$ cat src/rtl/cronometro_pkg.sv
// Shared constants for the stopwatch input conditioner.
// Holds the clock rate, the debounce and stretch times, the cycle counts
// derived from them, the default button polarity, and a counter-width helper.
package cronometro_pkg;
  localparam int CLK_HZ      = 50_000_000;
  localparam int DEBOUNCE_MS = 10;
  localparam int STRETCH_MS  = 50;

  localparam int DEBOUNCE_CYCLES_DEF = (CLK_HZ / 1000) * DEBOUNCE_MS; // 500000
  localparam int STRETCH_CYCLES_DEF  = (CLK_HZ / 1000) * STRETCH_MS;  // 2500000

  // Board KEY buttons read 0 while pressed
  localparam bit BTN_ACTIVE_LOW_DEF = 1'b1;

  // Slide-switch channels: mode0, mode1, pause, pio
  localparam int NUM_SW = 4;

  // Width of a counter that must hold 0..n-1. It is never narrower than 1 bit.
  function automatic int cnt_w(input int n);
    return (n > 1) ? $clog2(n) : 1;
  endfunction
endpackage

$ cat src/rtl/cronometro_input_cond_if.sv
// Board-side bundle for the input conditioner.
// The raw pin levels enter the block and the conditioned PIO levels leave it.
//   slave  : the conditioner. It reads the raw pins and drives the PIO levels.
//   master : the board or bench. It drives the raw pins and reads the PIO levels.
interface cronometro_input_cond_if;
  logic sw_mode0_raw;
  logic sw_mode1_raw;
  logic sw_pause_raw;
  logic sw_pio_raw;
  logic btn_play_raw;
  logic switch_mode0;
  logic switch_mode1;
  logic switch_pause;
  logic pio_switch;
  logic play_btn;
  logic play_evt;

  modport slave (
    input  sw_mode0_raw, sw_mode1_raw, sw_pause_raw, sw_pio_raw, btn_play_raw,
    output switch_mode0, switch_mode1, switch_pause, pio_switch, play_btn, play_evt
  );

  modport master (
    output sw_mode0_raw, sw_mode1_raw, sw_pause_raw, sw_pio_raw, btn_play_raw,
    input  switch_mode0, switch_mode1, switch_pause, pio_switch, play_btn, play_evt
  );
endinterface

$ cat src/rtl/debounce_ch.sv
// One input channel: a 2-flop synchroniser followed by a debouncer.
// The debouncer accepts a new level after DEBOUNCE_CYCLES consecutive edges
// that disagree with the held level.
// Ports:
//   clk   : system clock
//   reset : asynchronous, active-low
//   din   : raw level, asynchronous to clk
//   dout  : debounced level, driven straight from the held-level flop
module debounce_ch
  import cronometro_pkg::*;
#(
  parameter int   DEBOUNCE_CYCLES = DEBOUNCE_CYCLES_DEF,
  parameter logic RESET_LEVEL     = 1'b0
) (
  input  logic clk,
  input  logic reset,
  input  logic din,
  output logic dout
);
  localparam int            CW       = cnt_w(DEBOUNCE_CYCLES);
  localparam logic [CW-1:0] CNT_LAST = CW'(DEBOUNCE_CYCLES - 1);

  logic [1:0]    r_sync;
  logic          r_stable;
  logic [CW-1:0] r_cnt;
  logic          w_sync;

  always_ff @(posedge clk or negedge reset) begin
    if (!reset) r_sync <= {2{RESET_LEVEL}};
    else        r_sync <= {r_sync[0], din};
  end

  assign w_sync = r_sync[1];

  // Any edge that agrees with the held level restarts the count.
  // A bounce therefore never accumulates toward acceptance.
  always_ff @(posedge clk or negedge reset) begin
    if (!reset) begin
      r_stable <= 1'b0;
      r_cnt    <= '0;
    end else if (w_sync == r_stable) begin
      r_cnt <= '0;
    end else if (r_cnt == CNT_LAST) begin
      r_stable <= w_sync;
      r_cnt    <= '0;
    end else begin
      r_cnt <= r_cnt + 1'b1;
    end
  end

  assign dout = r_stable;
endmodule

$ cat src/rtl/cronometro_input_cond.sv
// Input conditioner that sits between the board pins and the PIO inputs.
// Each of the four slide switches is synchronised and debounced.
// The play button is normalised to active-high and debounced. Its press
// produces a one-cycle play_evt, and play_btn is stretched to at least
// STRETCH_CYCLES so that polling firmware cannot miss a short press.
// Every output is a flop.
// Ports:
//   clk   : system clock, 50 MHz
//   reset : asynchronous, active-low
//   bus   : slave side of the pin/PIO bundle
module cronometro_input_cond
  import cronometro_pkg::*;
#(
  parameter int DEBOUNCE_CYCLES = DEBOUNCE_CYCLES_DEF,
  parameter int STRETCH_CYCLES  = STRETCH_CYCLES_DEF,
  parameter bit BTN_ACTIVE_LOW  = BTN_ACTIVE_LOW_DEF
) (
  input  logic clk,
  input  logic reset,
  cronometro_input_cond_if.slave bus
);
  localparam int            SW_W      = cnt_w(STRETCH_CYCLES);
  localparam logic [SW_W-1:0] SCNT_LOAD = SW_W'(STRETCH_CYCLES - 1);

  logic [NUM_SW-1:0] w_sw_raw;
  logic [NUM_SW-1:0] w_sw_db;
  logic              w_btn_in;
  logic              w_pressed;
  logic              w_rise;

  logic              r_pressed_d;
  logic [SW_W-1:0]   r_scnt;
  logic              r_play_btn;
  logic              r_play_evt;

  assign w_sw_raw = {bus.sw_pio_raw, bus.sw_pause_raw, bus.sw_mode1_raw, bus.sw_mode0_raw};

  debounce_ch #(
    .DEBOUNCE_CYCLES(DEBOUNCE_CYCLES),
    .RESET_LEVEL    (1'b0)
  ) u_sw [NUM_SW-1:0] (
    .clk  (clk),
    .reset(reset),
    .din  (w_sw_raw),
    .dout (w_sw_db)
  );

  // The button is inverted before synchronisation, so every later stage sees
  // active-high "pressed". A released button therefore resets to 0 here.
  assign w_btn_in = BTN_ACTIVE_LOW ? ~bus.btn_play_raw : bus.btn_play_raw;

  debounce_ch #(
    .DEBOUNCE_CYCLES(DEBOUNCE_CYCLES),
    .RESET_LEVEL    (1'b0)
  ) u_btn (
    .clk  (clk),
    .reset(reset),
    .din  (w_btn_in),
    .dout (w_pressed)
  );

  // The delayed copy resets to 0, which matches the reset value of the
  // debounced level. Reset release therefore cannot look like a press.
  assign w_rise = w_pressed & ~r_pressed_d;

  always_ff @(posedge clk or negedge reset) begin
    if (!reset) begin
      r_pressed_d <= 1'b0;
      r_scnt      <= '0;
      r_play_btn  <= 1'b0;
      r_play_evt  <= 1'b0;
    end else begin
      r_pressed_d <= w_pressed;
      r_play_evt  <= w_rise;
      if (w_rise) begin
        // A new press reloads the stretch even while one is still running.
        // play_btn stays high with no gap.
        r_play_btn <= 1'b1;
        r_scnt     <= SCNT_LOAD;
      end else begin
        if (r_scnt != '0) r_scnt <= r_scnt - 1'b1;
        if (r_scnt == '0 && !w_pressed) r_play_btn <= 1'b0;
      end
    end
  end

  assign bus.switch_mode0 = w_sw_db[0];
  assign bus.switch_mode1 = w_sw_db[1];
  assign bus.switch_pause = w_sw_db[2];
  assign bus.pio_switch   = w_sw_db[3];
  assign bus.play_btn     = r_play_btn;
  assign bus.play_evt     = r_play_evt;
endmodule
$ cat src/flat_wrapper.sv
// flat-port wrapper written by rule: the top's interface ports become plain ports
module cronometro_input_cond_flat import cronometro_pkg::*;
#(
  parameter int DEBOUNCE_CYCLES = DEBOUNCE_CYCLES_DEF,
  parameter int STRETCH_CYCLES  = STRETCH_CYCLES_DEF,
  parameter bit BTN_ACTIVE_LOW  = BTN_ACTIVE_LOW_DEF
)
  (clk, reset, bus_sw_mode0_raw, bus_sw_mode1_raw, bus_sw_pause_raw, bus_sw_pio_raw, bus_btn_play_raw, bus_switch_mode0, bus_switch_mode1, bus_switch_pause, bus_pio_switch, bus_play_btn, bus_play_evt);
  cronometro_input_cond_if bus_i ();
  input  logic clk;
  input  logic reset;
  input wire logic [$bits(bus_i.sw_mode0_raw)-1:0] bus_sw_mode0_raw;
  input wire logic [$bits(bus_i.sw_mode1_raw)-1:0] bus_sw_mode1_raw;
  input wire logic [$bits(bus_i.sw_pause_raw)-1:0] bus_sw_pause_raw;
  input wire logic [$bits(bus_i.sw_pio_raw)-1:0] bus_sw_pio_raw;
  input wire logic [$bits(bus_i.btn_play_raw)-1:0] bus_btn_play_raw;
  output wire logic [$bits(bus_i.switch_mode0)-1:0] bus_switch_mode0;
  output wire logic [$bits(bus_i.switch_mode1)-1:0] bus_switch_mode1;
  output wire logic [$bits(bus_i.switch_pause)-1:0] bus_switch_pause;
  output wire logic [$bits(bus_i.pio_switch)-1:0] bus_pio_switch;
  output wire logic [$bits(bus_i.play_btn)-1:0] bus_play_btn;
  output wire logic [$bits(bus_i.play_evt)-1:0] bus_play_evt;
  assign bus_i.sw_mode0_raw = bus_sw_mode0_raw;
  assign bus_i.sw_mode1_raw = bus_sw_mode1_raw;
  assign bus_i.sw_pause_raw = bus_sw_pause_raw;
  assign bus_i.sw_pio_raw = bus_sw_pio_raw;
  assign bus_i.btn_play_raw = bus_btn_play_raw;
  assign bus_switch_mode0 = bus_i.switch_mode0;
  assign bus_switch_mode1 = bus_i.switch_mode1;
  assign bus_switch_pause = bus_i.switch_pause;
  assign bus_pio_switch = bus_i.pio_switch;
  assign bus_play_btn = bus_i.play_btn;
  assign bus_play_evt = bus_i.play_evt;
  cronometro_input_cond #(.DEBOUNCE_CYCLES(DEBOUNCE_CYCLES), .STRETCH_CYCLES(STRETCH_CYCLES), .BTN_ACTIVE_LOW(BTN_ACTIVE_LOW)) u_core (.clk(clk), .reset(reset), .bus(bus_i));
endmodule
$ cat config.mk
export PLATFORM = sky130hd
export DESIGN_NAME = cronometro_input_cond_flat
export DESIGN_NICKNAME = d
export VERILOG_FILES = /design/src/rtl/cronometro_pkg.sv /design/src/rtl/cronometro_input_cond_if.sv /design/src/rtl/debounce_ch.sv /design/src/rtl/cronometro_input_cond.sv /design/src/flat_wrapper.sv
export SDC_FILE = /design/constraint.sdc
export NUM_CORES = 1
export LEC_CHECK = 0
export CAP_MARGIN = 20
export CELL_PAD_IN_SITES_DETAIL_PLACEMENT = 1
export CELL_PAD_IN_SITES_GLOBAL_PLACEMENT = 1
export CORE_MARGIN = 10
export CORE_UTILIZATION = 40
export DETAILED_ROUTE_END_ITERATION = 10
export PLACE_DENSITY_LB_ADDON = 0.1
export SETUP_SLACK_MARGIN = 0.15
export SYNTH_ARGS = -nofsm -noshare
export SYNTH_HDL_FRONTEND = slang
export SYNTH_HIERARCHICAL = 1
export SYNTH_SLANG_ARGS = --single-unit
$ cat constraint.sdc
create_clock -name clk -period 2.5 [get_ports clk]
set_input_delay 0.5 -clock clk [delete_from_list [all_inputs] [get_ports clk]]
set_output_delay 0.5 -clock clk [all_outputs]
set_load 0.01 [all_outputs]
# Yosys cells after proc, flatten, opt, wreduce, memory -nomap -nowiden

Cells that the tools add are included.

Flip-flop bits (word level): 135
Output and inout bits: 6
Word-level logic and storage cells: 68
Input bits: 7

Bitwise operators: 8
$add $sub $neg: 6
Equality and inequality tests: 10
Reductions and logical operators: 11
Mux-type cells: 14

Operators with widths:

| cell                                                | count |
|---|---|
| 2-to-1 mux 19 bit                                   | 10 |
| adder 19 x 1 -> 19 bit (second input constant)      | 5 |
| equality test 19 bit (second input constant)        | 5 |
| 2-to-1 mux 22 bit                                   | 2 |
| zero test 22 bit                                    | 1 |
| nonzero test 22 bit                                 | 1 |
| subtractor 22 x 1 -> 22 bit (second input constant) | 1 |
| AND reduction 2 bit                                 | 5 |
| NOT 1 bit                                           | 7 |
| equality test 1 bit                                 | 5 |
| nonzero test 2 bit                                  | 2 |
| 2-to-1 mux 1 bit                                    | 2 |
| AND 1 bit                                           | 1 |
| logical AND 1 bit                                   | 1 |
| zero test 1 bit                                     | 1 |

# Depth between registers and ports, before layout

Depth in word-level cells: 4
Mapped depth: 7
Mapped depth without buffers: 6

# Modules after synthesis

The synthesis kept the hierarchy.

By module, submodules not included:

| module                | seq. area each (sq um) | area each (sq um) | instances | cells each |
|---|---|---|---|---|
| debounce_ch           | 550.5                  | 1079.8            | 5         | 105 |
| cronometro_input_cond | 625.6                  | 1390.1            | 1         | 148 |

# Worst setup path before layout

No wires, ideal clock.

Path kind: reg-to-reg
Start: reg u_core.r_scnt[0]
End: reg u_core.r_scnt[21]
Slack: 0.286 ns
Required time: 2.369 ns
Clock period less this slack: 2.214 ns
Path buffers: 0
Library setup time: 0.131 ns
Data arrival time: 2.083 ns
Stages on the path, launching flop included: 7
Cells stage by stage: dfrtp_1 > inv_1 > ha_1 > or4b_2 > nor3_1 > nor4_1 > or3_1

Cells in the longest elaborated chain, start to end: 3
Elaborated cells on any way between the ends: 5
Those cells by class: 1 x add/sub; 2 x mux; 2 x reduce/logical

Ends and longest elaborated chain:

| element                     | line                        | RTL |
|---|---|---|
| from (decl)                 | cronometro_input_cond.sv:32 | `logic [SW_W-1:0] r_scnt;` |
| from (signal assigned)      | cronometro_input_cond.sv:81 | `if (r_scnt != '0) r_scnt <= r_scnt - 1'b1;` |
| subtractor 22 x 1 -> 22 bit | cronometro_input_cond.sv:81 |  |
| 2-to-1 mux 22 bit           | cronometro_input_cond.sv:81 |  |
| 2-to-1 mux 22 bit           | cronometro_input_cond.sv:75 | `if (w_rise) begin` |

Parallel ways exist; a longest one is shown, timed or not. The select of a mux whose other input is x is not followed.
A chain may end at the register's enable or synchronous reset.

# Final worst setup path

Ends and elaborated chain as after synthesis.

==> results.cfg <==
[sta]
max_freq_ghz = 0.443
relSlewSlack_pct = 60.7
period_share_pct = 90.3
tightest_slew_ps = 585
setup_tns_ps = 0
rsz0062_at_grt = false
setup_viol = 0
maxSlewViolCount = 0
fin_crit_ps = 2260
finalWorstSetupSlack_ps = 243
hold_violations = 0
finClkSkew_ps = 7.94

[clock_tree]
clk_pin_slew_ps = 60
htree_levels = 4
clkLatencyLatePin_ps = 420
clock-root-buffer = clkbuf_16
cts.sinks = 135
ctsHoldBuffers = 0
cts_inserted_buffers = 17
cts_max_path_buffers = 2
cts_tree = yes

[logic_synthesis]
synth.area.top_cells = dfrtp_1 (50%), xnor2_1 (8.4%), nor2_1 (6.0%), nor4_1 (2.9%), nand3_1 (2.9%)
ys.flop_type = dfrtp_1
ys_ff_latch = 135
async_reset_ff_share_pct = 100
yosys_warnings = 6
netlist_area_um2 = 6790
syn-num-nets = 686
synth.distinct_cells = 49
synth_adder_area_share_pct = 1.11
synth_top_family_by_area = simple AND/OR/NAND/NOR gates
synth_compound_area_share_pct = 7.35
synth.largest_area_cell = dfrtp_1
yosys.area_share.simple_pct = 26.5
ys_seq_area_share_pct = 49.8
synth_area_per_cell_um2 = 10.1
synth_top_cell_area_share_pct = 49.8
synth_cells = 673
synth_edf_count = 0
synthXorXnorAreaFrac_pct = 9.68
synthMuxAreaShare_pct = 2.75

[die]
io_pins = 13
dieHeight_um = 150
die_area_um2 = 22600
core_um2 = 16600
die_w_um = 150
initial_utilization_pct = 40.9
row_count = 47

[setup_path]
critPathKind = register to register
r2r_start = u_core/r_scnt[0]
ff2ff_setup_slack_ps = 240
critical_path.max_fanout = 5
ff2ff_path_depth = 6
worstPathRequired_ps = 2800
cpPeakStageDelay_ps = 710
critPathCaptureType = register
cp-start-kind = register
crit_arrival_ps = 2560
reg2reg_to = u_core/r_scnt[21]
critPathSlowestCell = or4b_2
path_cells = inv_1 > ha_1 > or4b_2 > nor3_2 > nor4_1 > or3_1

[global_route]
grt_pass1_wl_um = 26200
grt_max_degree = 57
grt_usage_pct = 14.1
grt_pass1_vias = 5386
antenna_found_initial = 0
grt-ovfl-total = 0

[pwr]
p_comb_share_pct = 3.0
internal_power_w = 0.00383
ir_worst_vdd_mv = 0.450
power.share.clock_pct = 51.6
power.static_leakage_nw = 3.26
power_density_nw_per_um2 = 628
p_seq_share_pct = 45.4
p_sw_w = 0.00111
p_sw_share_pct = 22.4

[finish]
final_cell_mix = dfrtp_1 (135), nor2_1 (108), xnor2_1 (65)
fill_cells = 1859
drive_gt1_share_pct = 12.1
seq_area_um2 = 3380
syn2layout_area_growth_pct = 16.0
final_common_cell = dfrtp_1
diodes = 0
multi_input_area_um2 = 3230
nets = 721

[placement]
place_congestion = 0.830
pre_cts_ws_ps = 205
portBuffers = 12
dpl.hpwl_um = 10100

[detailed_routing]
via_per_inst = 5.33
drt-total-wl_um = 14900
via_count = 5012
drc = 0
first_iter_violations = 194
drtPass1Iterations = 4
post_drt_wl_per_cell_um = 15.8
drt.antenna.violating_nets = 0

[flow_run]
timing.max_cap.violations = 0

[outcome]
status = finished clean

[min_path]
hp-class = input port to asynchronous set/reset pin
## power by group through the flow
stage | clock network, W | logic (W) | registers (W)
CTS | 0.00264 | 0.000155 | 0.00225
global placement | 0 | 0.000148 | 0.00228
finish | 0.00255 | 0.000147 | 0.00225
detailed placement | 0 | 0.000152 | 0.00229
floorplan | 0 | 0.0000820 | 0.00227
global route | 0.00274 | 0.000172 | 0.00225
## synth_stat cells (all sizes together), types with 2 or more instances
cell type,n
dfrtp,135
nand4,27
mux2,5
xor2,10
and2,9
nor2,108
xnor2,65
ha,6
o31ai,3
nor4,37
o211a,2
clkbuf,4
nor3,25
nand3,39
o21ai,19
a21oi,25
nor2b,5
buf,10
and3,2
nand2,34
inv,31
o211ai,3
or4,11
o41ai,6
mux2i,13
nand2b,4
or3,16
nor4b,6
## cells by family after synthesis
| family | after synthesis |
|---|---|
| AO/OA/AOI/OAI | 66 |
| XOR/XNOR | 75 |
| adder cells (fa/ha/maj) | 6 |
| buffers and inverters | 45 |
| flip-flops | 135 |
| multiplexers | 18 |
| AND/OR/NAND/NOR | 328 |
## final cells by class
type	instances	share of cell area, %
Sequential cell	135	42.9
Clock inverter	15	2.26
Inverter	31	1.48
Timing Repair Buffer	30	3.42
Multi-Input combinational cell	493	41.0
Clock buffer	17	5.40
Tap cell	220	3.50
## metrics by stage
step / util (%) / total power, W / std cells / hold WS [ps] / area, um^2
finish: 47.5 / 0.00494 / 941 / 53.1 / 7870
global route: 47.5 / 0.00516 / 941 / 93.4 / 7870
CTS: 47.3 / 0.00505 / 940 / 72.3 / 7850
detailed placement: 43.7 / 0.00244 / 908 / 336 / 7250
global placement: 43.7 / 0.00243 / 908 / 333 / 7250
floorplan: - / 0.00235 / 673 / 204 / 6790
## state kept, by name, indices dropped and copies added, names as in the netlist
signal / cells
u_core/bus.play_btn: 1
u_core/bus.play_evt: 1
u_core/r_pressed_d: 1
u_core/r_scnt: 22
u_core/u_btn/dout: 1
u_core/u_btn/r_cnt: 19
u_core/u_btn/r_sync: 2
u_core/u_sw/dout: 4
u_core/u_sw/r_cnt: 76
u_core/u_sw/r_sync: 8
## metal layers
metal	vias up	GRT usage, %	wire length [um]	part of all wire, %
met5	-	0	0	0
met4	0	4.32	143	0.96
met3	12	3.45	346	2.3
met2	27	23.3	7210	48
met1	2515	17.8	7190	48
li1	2458	-	-	-
## worst max-delay path: cells and delay by family, from the launching register on
kind | cells | cell delay [ps]
simple gates | 4 | 1370
flops | 1 | 420
fa+ha+maj | 1 | 250
buf+inv | 1 | 100
## worst max path at each step
| stage | startpoint | to | slack (ps) | cells after the start |
|---|---|---|---|---|
| floorplan | u_core/r_scnt[0] | u_core/r_scnt[21] | 290 | 6 |
| global placement | u_core/r_scnt[0] | u_core/r_scnt[21] | 310 | 6 |
| detailed placement | u_core/r_scnt[0] | u_core/r_scnt[16] | 210 | 6 |
| CTS | u_core/r_scnt[0] | u_core/r_scnt[16] | 200 | 6 |
| global route | u_core/r_scnt[0] | u_core/r_scnt[21] | 160 | 6 |
| finish | u_core/r_scnt[0] | u_core/r_scnt[21] | 240 | 6 |
## what timing repair did
item	in CTS	in global routing
buffers inserted	0	1
gates resized for setup	0	3
endpoints found under the setup margin	0	11
Power figures use the tool's default switching activity.
